`src/rtl/fetch_unit.sv`:
```
// fetch_unit: instruction-fetch stage ahead of the control unit.
// Holds PC and IR, fetches words over a req/ack handshake and computes the
// next PC from control's M2/M13 selects when control strobes pc_flag.
// Optional build macro: FETCH_STALL_CNT_EN adds a saturating count of
// cycles spent waiting in REQ for imem_ack.
module fetch_unit #(
  parameter int              ADDR_W   = 16,
  parameter int              DATA_W   = 32,
  parameter logic [ADDR_W-1:0] RESET_PC = '0
) (
  input  logic              clk,
  input  logic              reset,
  input  logic              pc_flag,
  input  logic              M2,
  input  logic              M13,
  output logic              imem_req,
  output logic [ADDR_W-1:0] imem_addr,
  input  logic [DATA_W-1:0] imem_rdata,
  input  logic              imem_ack,
  output logic [ADDR_W-1:0] pc,
  output logic              instr_valid,
  output logic              fetch_busy,
  output logic [3:0]        opcode,
  output logic [3:0]        rd,
  output logic [3:0]        rs,
  output logic [3:0]        rt,
  output logic [15:0]       imm,
  output logic [15:0]       stall_cnt
);

  // Wide enough to sign-extend the 16-bit immediate and to cover the PC.
  localparam int EXT_W = (ADDR_W > 16) ? ADDR_W : 16;

  typedef enum logic [1:0] {IDLE, REQ, READY} state_t;

  state_t              state, state_nxt;
  logic [DATA_W-1:0]   ir;
  logic [ADDR_W-1:0]   next_pc;
  logic [ADDR_W-1:0]   seq_pc;
  logic signed [EXT_W-1:0] imm_ext;
  logic                load_ir;
  logic                adv_pc;

  // State register; reset returns to IDLE so one idle cycle precedes a fetch.
  always_ff @(posedge clk) begin
    if (!reset) state <= IDLE;
    else        state <= state_nxt;
  end

  // Next-state and handshake decode; pc_flag only matters in READY, ack only in REQ.
  always_comb begin
    state_nxt = state;
    imem_req  = 1'b0;
    load_ir   = 1'b0;
    adv_pc    = 1'b0;
    case (state)
      IDLE:  state_nxt = REQ;
      REQ: begin
        imem_req = 1'b1;
        if (imem_ack) begin
          load_ir   = 1'b1;
          state_nxt = READY;
        end
      end
      READY: begin
        if (pc_flag) begin
          adv_pc    = 1'b1;
          state_nxt = REQ;
        end
      end
      default: state_nxt = IDLE;
    endcase
  end

  // Next PC: sequential, absolute jump from IR, or PC-relative branch; all mod 2^ADDR_W.
  always_comb begin
    imm_ext = EXT_W'($signed(ir[15:0]));
    seq_pc  = pc + ADDR_W'(1);
    next_pc = seq_pc;
    if (M2) begin
      if (M13) next_pc = ir[ADDR_W-1:0];
      else     next_pc = seq_pc + imm_ext[ADDR_W-1:0];
    end
  end

  // PC and IR; reset wins over a simultaneous ack or accepted pc_flag.
  always_ff @(posedge clk) begin
    if (!reset) begin
      pc <= RESET_PC;
      ir <= '0;
    end else begin
      if (load_ir) ir <= imem_rdata;
      if (adv_pc)  pc <= next_pc;
    end
  end

  assign instr_valid = (state == READY);
  assign fetch_busy  = ~instr_valid;
  assign imem_addr   = pc;

  assign opcode = ir[31:28];
  assign rd     = ir[27:24];
  assign rs     = ir[23:20];
  assign rt     = ir[19:16];
  assign imm    = ir[15:0];

`ifdef FETCH_STALL_CNT_EN
  logic [15:0] stall_q;

  // Count REQ cycles without ack; saturate rather than wrap.
  always_ff @(posedge clk) begin
    if (!reset)                                        stall_q <= '0;
    else if (state == REQ && !imem_ack && stall_q != 16'hFFFF) stall_q <= stall_q + 16'd1;
  end

  assign stall_cnt = stall_q;
`else
  assign stall_cnt = '0;
`endif

endmodule

```
`config.mk`:
```
export PLATFORM = sky130hd
export DESIGN_NAME = fetch_unit
export DESIGN_NICKNAME = d
export VERILOG_FILES = /design/src/rtl/fetch_unit.sv
export SDC_FILE = /design/constraint.sdc
export NUM_CORES = 1
export LEC_CHECK = 0
export BUFFER_PORTS_ARGS = -buffer_cell sky130_fd_sc_hd__buf_4
export CORE_ASPECT_RATIO = 0.5
export CORE_MARGIN = 8
export CORE_UTILIZATION = 51
export CTS_CLUSTER_DIAMETER = 120
export DETAILED_ROUTE_END_ITERATION = 12
export PLACE_DENSITY = 0.81
export SETUP_SLACK_MARGIN = 0.15
export SLEW_MARGIN = 0
export SYNTH_ARGS = -nofsm -noshare
export SYNTH_HDL_FRONTEND = slang
export SYNTH_SLANG_ARGS = --single-unit
export TNS_END_PERCENT = 20
```
`constraint.sdc`:
```
create_clock -name clk -period 3.5 [get_ports clk]
set_input_delay 0 -clock clk [delete_from_list [all_inputs] [get_ports clk]]
set_output_delay 0 -clock clk [all_outputs]
set_load 0.03 [all_outputs]
```
### Word level (Yosys, flattened, before mapping)

Cells that the tools add are included.

* add/sub/neg operators: 2
* equality and inequality tests: 4
* muxes and demuxes: 10
* bitwise gates (word level): 1
* reduce and logical (&&, ||, !) cells: 2

Operator list (number)
* two-way mux 16 bit: 2
* adder 16 x 1 -> 16 bit, second input constant: 1
* adder 16 bit: 1
* case mux 2 bit (3 select lines): 1
* two-way mux 1 bit: 5
* two-way mux 2 bit: 2
* != test 2 bit, second input constant: 2
* equality test 2 x 1 -> 1 bit, second input constant: 1
* equality test 2 bit, second input constant: 1
* zero test 2 bit: 1
* AND reduction 2 bit: 1
* NOT 1 bit: 1

* bits in registers: 50
* input bits: 38
* output and inout bits: 83
* word-level logic and storage cells: 22

### Depth between registers and ports, before layout

Gate-level depths: netlist (run 1).

* word-level depth: 4
* depth in mapped cells: 14
* depth with buffers taken out: 12

### Least setup slack after synthesis (run 1)

No wires, ideal clock.

* path kind: register to register
* from: register pc[0], in the netlist imem_addr[0]
* to: register pc[15], in the netlist imem_addr[15]
* library setup time: 116 ps
* arrival: 3085 ps
* data required time: 3384 ps
* setup slack: 298 ps
* cell stages (with the launch flop): 14
* path buffers: 2
* period minus slack after synthesis: 3202 ps
* cell sequence: dfxtp_1 -> ha_1 -> nand3_2 -> or2_2 -> buf_6 -> nor2_1 -> xor2_1 -> ha_1 -> clkbuf_1 -> a21oi_1 -> o21ai_0 -> nand2b_1 -> o31a_1 -> o211a_1

* word-level cells in the longest chain between the ends: 4

Ends and longest elaborated chain
* start: declaration: line 20 `output logic [ADDR_W-1:0] pc,`
* start signal: assignment: line 93 `if (adv_pc) pc <= next_pc;`
* adder 16 x 1 -> 16 bit *: line 78 `seq_pc = pc + ADDR_W'(1);`
* adder 16 bit: line 82 `else next_pc = seq_pc + imm_ext[ADDR_W-1:0];`
* two-way mux 16 bit: line 81 `if (M13) next_pc = ir[ADDR_W-1:0];`
* two-way mux 16 bit *: line 80 `if (M2) begin`

Mark *: on every way between the ends. The rest lies on a longest branch, timed or not.
A chain may end at the register's enable or synchronous reset.

### Worst setup path after layout (run 1)

* from: register pc[1], in the netlist imem_addr[1]
* to: register pc[15], in the netlist imem_addr[15]

Same word-level chain as after synthesis.

==> results of run 1 <==
==> kinds of logic after synthesis <==
kind of cell | after synthesis | synth area share
other cells | 1 | 0.00103
fa+ha+maj | 21 | 0.0742
simple gates | 187 | 0.246
flops | 50 | 0.275
compound gates | 131 | 0.239
mux | 3 | 0.00824
xor+xnor | 22 | 0.0529
buf+inv | 67 | 0.104
==> final cells by class <==
type / count / area [um2]
clock inverters: 2 / 38.8
flip-flops and latches: 50 / 1000
inverters: 8 / 30.0
well taps: 92 / 115
multi-input cells: 380 / 2330
clock buffers: 6 / 139
repair buffers: 141 / 1140
fillers: 567 / 2010
==> where the power goes <==
| group | leakage (nW) | internal, mW | switching [mW] |
|---|---|---|---|
| Sequential | 0.406 | 0.590 | 0.0230 |
| Clock | 0.0875 | 0.360 | 0.226 |
| Combinational | 1.66 | 0.126 | 0.184 |
| Total | 2.15 | 1.08 | 0.433 |
==> worst paths after layout <==
path	start	to	slack, ns	cells after the start
setup reg to reg	imem_addr[1]	imem_addr[15]	0.39	11
hold reg to reg	ir[23]	ir[23]	0.46	2
hold / removal	pc_flag	state[1]	0.04	3
setup / recovery	imem_addr[1]	imem_addr[15]	0.39	11
==> critical path: cells and delay by family, from the launching register on <==
family	cells	cell delay, ns
compound gates	4	0.86
fa+ha+maj	2	0.64
simple gates	4	0.86
xor+xnor	1	0.20
flops	1	0.43
==> layout by cell type (no fill, tap or decap), drive strengths merged, types with 5 or more instances in the layout <==
master	instances
inv	7
nand4	8
nand3	17
dlygate4sd3	32
nand2	88
a21boi	34
nor2	25
o21ai	25
or2	5
buf	109
conb	16
o21a	5
a21oi	29
xnor2	15
nor3	8
a31oi	8
and3	10
dfxtp	50
clkbuf	6
ha	20
xor2	7
==> flip-flops by register name (all words and copies together) (netlist names) <==
name,cells
ir,32
imem_addr,16
state,2
==> per-layer routing <==
layer / vias up / global-route usage / wire length (um)
li1: 1853 / - / -
met1: 1762 / 0.271 / 4970
met2: 169 / 0.366 / 5070
met3: 9 / 0.0651 / 1140
met4: 0 / 0.0549 / 105
met5: - / 0 / 0
==> timing repair <==
item	CTS	global route
hold buffers	32	0
endpoints found under the hold margin	32	0
setup endpoints to repair	0	3
resized for setup	0	3
==> metrics by stage <==
stage,utilization,hold WS [ns]
4_1_cts,0.703,0.0308
3_5_place_dp,0.630,0.269
5_1_grt,0.704,0.0439
6_report,0.704,0.0382
3_3_place_gp,0.630,0.263
2_1_floorplan,-,0.145
==> results.py, run 1 <==
metrics = {
    "timing": {
        "hold_viol": 0,
        "relSlewSlack": 0.529,
        "finClkSkew_ns": 0.00327,
        "worst_pin_slew_ns": 0.706,
        "setup_viol": 0,
        "final.min_clock_period_ns": 3.11,
        "rsz0062_at_grt": "no",
        "max_freq_mhz": 322,
        "post-route-period-util": 0.887,
        "slew_violations": 0,
        "fin_ws_ns": 0.395,
        "setup_tns_ns": 0,
    },
    "final_layout": {
        "antenna_cells": 0,
        "syn2layout_area_growth_pct": 31.5,
        "drive_gt1_frac": 0.227,
        "nets": 645,
        "instances_no_fill": 679,
        "final_area_mm2": 0.00479,
    },
    "synth": {
        "synth-edff-count": 0,
        "syn_avg_cell_area_um2": 7.56,
        "synth_top_cell_by_area": "dfxtp_1",
        "synth_seq_cells": 50,
        "syn-instance-count": 482,
        "synth.distinct_cells": 60,
        "synth_ff_type": "dfxtp_1",
        "synth_commonest_cells": "88 x nand2_1, 50 x dfxtp_1, 34 x a21boi_0, 32 x buf_4, 29 x a21oi_1",
        "synth_top_cell_area_share": 0.275,
        "synth_area_mm2": 0.00364,
        "yosysMostFrequentCell": "nand2_1",
        "synthTopCellsByArea": "dfxtp_1 27%, nand2_1 9.1%, a21boi_0 7.0%",
        "synth_warnings": 0,
        "yosysSeqAreaShare": 0.275,
        "async_flop_share": 0,
    },
    "routing": {
        "firstDrtPassIters": 5,
        "drt-initial-drc-count": 388,
        "route.detailed.drc": 0,
        "ant_nets": 0,
        "avgViaCountPerCell": 5.59,
        "wirelength_um": 11300,
        "wl_per_cell_um": 16.6,
        "vias": 3793,
    },
    "power_and_ir_drop": {
        "powerDensity_mw_per_mm2": 315,
        "power_mw": 1.51,
        "p_leak_nw": 2.15,
        "irDropWorstVdd_mv": 0.299,
    },
    "worst_setup_path": {
        "crit_arrival_ns": 3.29,
        "path_cells": "ha_2 > nand3_2 > or2_2 > nor2_1 > xor2_1 > ha_2 > a21oi_2 > o21ai_0 > nand2b_1 > o31a_1 > o211a_1",
        "crit_fanout": 9,
        "crit_top_cell": "ha_2",
        "slowest_delay_ns": 0.43,
        "start_kind": "flip-flop",
        "worst-setup-path-type": "reg -> reg",
        "critPathCaptureType": "flip-flop",
        "required_ns": 3.69,
        "crit_slowest_cell": "dfxtp_1",
    },
    "clock_tree": {
        "cts_setup_buffers": 0,
        "clockRootBuffer": "clkbuf_16",
        "clockBufferDepth": 2,
        "clk_transition_reported_paths_ns": 0.07,
        "cts.sinks": 50,
        "cts_buffers": 5,
        "cts_tree": "built",
        "h-tree-depth": 2,
        "clk_latency_ns": 0.29,
    },
    "placed_design": {
        "dp_hpwl_um": 7760,
        "dpl.cell_count": 639,
        "place_area_mm2": 0.00429,
        "dp_slack_ns": 0.344,
        "gp_congestion": 0.956,
        "portBuffers": 104,
    },
    "floorplan": {
        "die_y_um": 75.8,
        "coreArea_mm2": 0.00681,
        "start_util": 0.536,
        "die_w_um": 136,
        "ios": 121,
        "dieArea_mm2": 0.0103,
        "rows": 21,
    },
    "global_route": {
        "grt_max_degree": 59,
        "grtUsageTotal": 0.218,
        "grt_antenna_before_repair": 0,
        "gr-total-overflow": 0,
        "grt_pass1_wl_um": 18000,
        "grt_pass1_vias": 3565,
    },
    "flow_run": {
        "cap_violations": 0,
    },
    "run_status": {
        "status": "complete, no violations",
    },
    "min_path": {
        "min_path_type": "in -> reg",
    },
}
No activity file was read; power rests on OpenSTA's default activity.
==> run 2, diff against run 1 <==
--- a/config.mk
+++ b/config.mk
@@ -5,7 +5,7 @@
 export SDC_FILE = /design/constraint.sdc
 export NUM_CORES = 1
 export LEC_CHECK = 0
-export BUFFER_PORTS_ARGS = -buffer_cell sky130_fd_sc_hd__buf_4
+export BUFFER_PORTS_ARGS = -buffer_cell sky130_fd_sc_hd__buf_2
 export CORE_ASPECT_RATIO = 0.5
 export CORE_MARGIN = 8
 export CORE_UTILIZATION = 51
==> run 2 against run 1 <==
Fmax shrank 0.57%; utilization shrank 4.5 points; clock skew grew 0.0096 ns; sequential cell count unchanged; hold slack gained 0.031 ns; cell count decreased by 0.29%; die area unchanged.
==> results.py, run 2 (same netlist as run 1, synthesis figures left out) <==
metrics = {
    "run_status": {
        "status": "complete, no violations",
    },
    "clock_tree": {
        "clockRootBuffer": "clkbuf_16",
        "cts_tree": "built",
        "h-tree-depth": 2,
        "clockBufferDepth": 2,
        "cts.sinks": 50,
        "clk_transition_reported_paths_ns": 0.07,
        "cts_buffers": 5,
        "cts_setup_buffers": 0,
        "clk_latency_ns": 0.30,
    },
    "power_and_ir_drop": {
        "power_mw": 1.37,
        "comb_power_share": 0.205,
        "switching_share": 0.307,
        "seq_power_share": 0.445,
        "powerDensity_mw_per_mm2": 306,
        "p_sw_mw": 0.422,
        "clockPowerShare": 0.350,
        "irDropWorstVdd_mv": 0.277,
        "p_leak_nw": 2.09,
        "intPower_mw": 0.953,
    },
    "worst_setup_path": {
        "cp-startpoint": "imem_addr[0]",
        "required_ns": 3.68,
        "worstReg2RegStart": "imem_addr[0]",
        "worst-setup-path-type": "reg -> reg",
        "crit_fanout": 9,
        "critPathCaptureType": "flip-flop",
        "start_kind": "flip-flop",
        "crit_arrival_ns": 3.31,
    },
    "final_layout": {
        "nets": 644,
        "fin_util": 0.659,
        "instances_no_fill": 677,
        "drive_gt1_frac": 0.222,
        "largest_reg_flops": 32,
        "fillCellCount": 557,
        "mostFrequentLayoutCell": "buf_2",
        "antenna_cells": 0,
        "syn2layout_area_growth_pct": 23.1,
        "largest_register": "ir",
        "most-common-layout-cells": "104 x buf_2, 88 x nand2_1, 50 x dfxtp_1",
    },
    "timing": {
        "rsz0062_at_grt": "no",
        "slew_violations": 0,
        "worst_pin_slew_ns": 0.657,
        "relSlewSlack": 0.562,
        "finClkSkew_ns": 0.0129,
        "final.min_clock_period_ns": 3.12,
        "setup_tns_ns": 0,
        "hold_viol": 0,
        "post-route-period-util": 0.892,
        "fin_ws_ns": 0.377,
        "setup_viol": 0,
        "max_freq_mhz": 320,
    },
    "floorplan": {
        "dieArea_mm2": 0.0103,
        "rows": 21,
        "die_y_um": 75.8,
        "die_w_um": 136,
        "start_util": 0.536,
        "ios": 121,
        "coreArea_mm2": 0.00681,
    },
    "placed_design": {
        "dp_hpwl_um": 7580,
        "gp_congestion": 0.938,
        "dpl.cell_count": 638,
        "dp_slack_ns": 0.358,
        "portBuffers": 104,
    },
    "routing": {
        "drt-initial-drc-count": 348,
        "avgViaCountPerCell": 5.56,
        "wl_per_cell_um": 16.5,
        "ant_nets": 0,
        "route.detailed.drc": 0,
        "wirelength_um": 11200,
        "vias": 3762,
        "firstDrtPassIters": 5,
    },
    "global_route": {
        "grt_antenna_before_repair": 0,
        "grt_pass1_wl_um": 17900,
        "grtUsageTotal": 0.216,
        "grt_max_degree": 35,
        "grt_pass1_vias": 3592,
        "gr-total-overflow": 0,
    },
    "min_path": {
        "min_path_type": "in -> reg",
        "min_from": "pc_flag",
    },
    "flow_run": {
        "cap_violations": 0,
    },
}
==> run 2: stage by stage <==
step,hold WS (ns),cell area (um2)
after floorplan,0.145,3700
after global placement,0.249,4020
after detailed placement,0.258,4020
after CTS,0.0609,4480
after global routing,0.0683,4490
final,0.0692,4490
==> run 2: layout make-up <==
cell class	count	area [um2]	share of cell area
Clock buffer	5	125	0.0279
Multi-Input combinational cell	380	2330	0.519
Tap cell	92	115	0.0257
Inverter	8	30.0	0.00669
Clock inverter	2	15.0	0.00335
Timing Repair Buffer	140	871	0.194
Sequential cell	50	1000	0.223
==> run 2: layer usage <==
layer / share of wire / GRT usage / vias up
met2: 0.44 / 0.362 / 183
met1: 0.44 / 0.270 / 1722
met4: 0.010 / 0.0549 / 0
met5: 0 / 0 / -
met3: 0.11 / 0.0638 / 11
li1: - / - / 1846
==> run 2: worst paths after layout <==
path / endpoint / slack [ns] / cells past startpoint
worst min register to register: ir[27] / 0.46 / 2
worst min-delay path: state[1] / 0.07 / 3
worst max-delay path: imem_addr[11] / 0.38 / 11
worst max register to register: imem_addr[11] / 0.38 / 11
==> run 2: power by group through the flow <==
stage / Combinational [mW] / Clock, mW / Sequential, mW
5_1_grt: 0.306 / 0.507 / 0.615
2_1_floorplan: 0.155 / 0 / 0.659
4_1_cts: 0.277 / 0.488 / 0.611
3_3_place_gp: 0.246 / 0 / 0.623
6_report: 0.282 / 0.481 / 0.612
3_5_place_dp: 0.249 / 0 / 0.624
==> run 2: worst max-delay path, cell delays in order, from the launching register on <==
cell and delay, ns:
dfxtp_1 0.44, ha_2 0.26, nand3_2 0.11, or2_2 0.42, nor2_1 0.15, xor2_1 0.21
ha_1 0.37, a21oi_2 0.23, o21ai_0 0.17, or3_1 0.37, a21oi_1 0.17, o22ai_1 0.10
==> run 2: what timing repair did <==
action                                  in CTS  in global routing
hold endpoints to repair                    32                  0
endpoints found under the setup margin       0                  2
gates resized for setup                      0                  2
hold buffers                                32                  0
==> run 3, diff against run 2 <==
==> constraint.sdc (replaced) <==
create_clock -name clk -period 3.5 [get_ports clk]
set_input_delay 0.7 -clock clk [delete_from_list [all_inputs] [get_ports clk]]
set_output_delay 0.7 -clock clk [all_outputs]
set_load 0.03 [all_outputs]
==> run 3 against run 2 <==
Worst setup slack better by 0.051 ns; clock power fell by 1%; final area is 6.8% lower; critical endpoint unchanged; largest cell class unchanged.
==> results.py, run 3 (same netlist as run 1, synthesis figures left out) <==
metrics = {
    "power_and_ir_drop": {
        "p_sw_mw": 0.408,
        "powerDensity_mw_per_mm2": 321,
        "intPower_mw": 0.932,
        "switching_share": 0.304,
        "irDropWorstVdd_mv": 0.233,
        "power_mw": 1.34,
        "seq_power_share": 0.456,
        "clockPowerShare": 0.356,
        "comb_power_share": 0.188,
        "p_leak_nw": 1.98,
    },
    "floorplan": {
        "start_util": 0.536,
        "coreArea_mm2": 0.00681,
        "ios": 121,
        "dieArea_mm2": 0.0103,
        "die_y_um": 75.8,
        "rows": 21,
        "die_w_um": 136,
    },
    "routing": {
        "wl_per_cell_um": 15.9,
        "firstDrtPassIters": 5,
        "route.detailed.drc": 0,
        "drt-initial-drc-count": 351,
        "wirelength_um": 10300,
        "ant_nets": 0,
        "avgViaCountPerCell": 5.54,
        "vias": 3587,
    },
    "final_layout": {
        "fin_util": 0.614,
        "syn2layout_area_growth_pct": 14.7,
        "drive_gt1_frac": 0.238,
        "regArea_mm2": 0.00100,
        "fillCellCount": 649,
        "largest_register": "ir",
        "most-common-layout-cells": "104 x buf_2, 88 x nand2_1, 50 x dfxtp_1",
        "mostFrequentLayoutCell": "buf_2",
        "antenna_cells": 0,
        "multiInputGateArea_mm2": 0.00233,
        "nets": 614,
        "largest_reg_flops": 32,
    },
    "run_status": {
        "status": "complete, no violations",
    },
    "timing": {
        "fin_ws_ns": 0.428,
        "worst_pin_slew_ns": 0.647,
        "hold_ws_ns": 0.459,
        "slew_violations": 0,
        "setup_tns_ns": 0,
        "final.min_clock_period_ns": 3.07,
        "rsz0062_at_grt": "no",
        "post-route-period-util": 0.878,
        "setup_viol": 0,
        "relSlewSlack": 0.569,
        "max_freq_mhz": 326,
        "finClkSkew_ns": 0.00377,
        "hold_viol": 0,
    },
    "global_route": {
        "grt_pass1_vias": 3325,
        "grt_max_degree": 34,
        "grtUsageTotal": 0.198,
        "grt_antenna_before_repair": 0,
        "gr-total-overflow": 0,
        "grt_pass1_wl_um": 16400,
    },
    "clock_tree": {
        "clk_transition_reported_paths_ns": 0.07,
        "post_cts_resized": 0,
        "cts_buffers": 5,
        "h-tree-depth": 2,
        "clockRootBuffer": "clkbuf_16",
        "clk_latency_ns": 0.29,
        "cts_tree": "built",
        "postCtsHoldBufs": 0,
        "cts_setup_buffers": 0,
        "clockBufferDepth": 2,
        "cts.sinks": 50,
    },
    "placed_design": {
        "dp_hpwl_um": 7630,
        "dp_slack_ns": 0.401,
        "gp_congestion": 0.966,
        "portBuffers": 104,
    },
    "worst_setup_path": {
        "critPathCaptureType": "flip-flop",
        "slowest_delay_ns": 0.43,
        "worst-setup-path-type": "reg -> reg",
        "path_cells": "ha_2 > nand3_2 > or2_2 > xnor2_1 > ha_1 > a211oi_1 > o21ai_0 > o2111a_1 > or3_1 > a21oi_1 > o22ai_1",
        "start_kind": "flip-flop",
        "crit_slowest_cell": "dfxtp_1",
        "required_ns": 3.68,
        "crit_fanout": 7,
        "crit_arrival_ns": 3.25,
    },
    "min_path": {
        "min_path_type": "reg -> reg",
    },
    "flow_run": {
        "cap_violations": 0,
    },
}
==> run 3: cell count changes in the layout (fill, tap and decap cells not counted) <==
cell	delta
inv_6	+1
clkinvlp_4	-2
clkinv_2	+1
dlygate4sd3_1	-32
buf_4	+2
==> run 3: final timing paths <==
path,start,to,slack [ns],cells after the start
worst max-delay path,imem_addr[0],imem_addr[11],0.43,11
worst min-delay path,ir[17],ir[17],0.46,2
worst max register to register,imem_addr[0],imem_addr[11],0.43,11
worst min register to register,ir[17],ir[17],0.46,2
==> run 3: routing by layer <==
layer  share of wire  GRT usage
met5               0          0
met4          0.0058     0.0305
met3           0.095     0.0599
met2            0.44      0.325
met1            0.46      0.256
==> run 3: critical path: cells and delay by family (launching register included) <==
family	cells	cell delay (ns)
AO/OA/AOI/OAI	5	0.93
XOR/XNOR	1	0.15
AND/OR/NAND/NOR	3	0.83
flip-flops	1	0.43
adder cells (fa/ha/maj)	2	0.60
==> run 3: through the flow <==
| step | instance area, um2 | cells |
|---|---|---|
| after floorplan | 3700 | 497 |
| after global placement | 4030 | 640 |
| after detailed placement | 4030 | 640 |
| after CTS | 4170 | 647 |
| after global routing | 4180 | 647 |
| final | 4180 | 647 |
==> run 3: power groups by stage <==
stage / sequential, mW / clock (mW) / combinational, mW
floorplan: 0.659 / 0 / 0.155
global placement: 0.624 / 0 / 0.248
detailed placement: 0.625 / 0 / 0.251
CTS: 0.611 / 0.490 / 0.251
global route: 0.615 / 0.516 / 0.275
finish: 0.612 / 0.476 / 0.252
==> run 3: layout make-up <==
cell class	instances	share of cell area
clock buffers	5	0.0299
well taps	92	0.0275
multi-input cells	380	0.557
repair buffers	110	0.135
inverters	8	0.00719
flip-flops and latches	50	0.240
clock inverters	2	0.00329
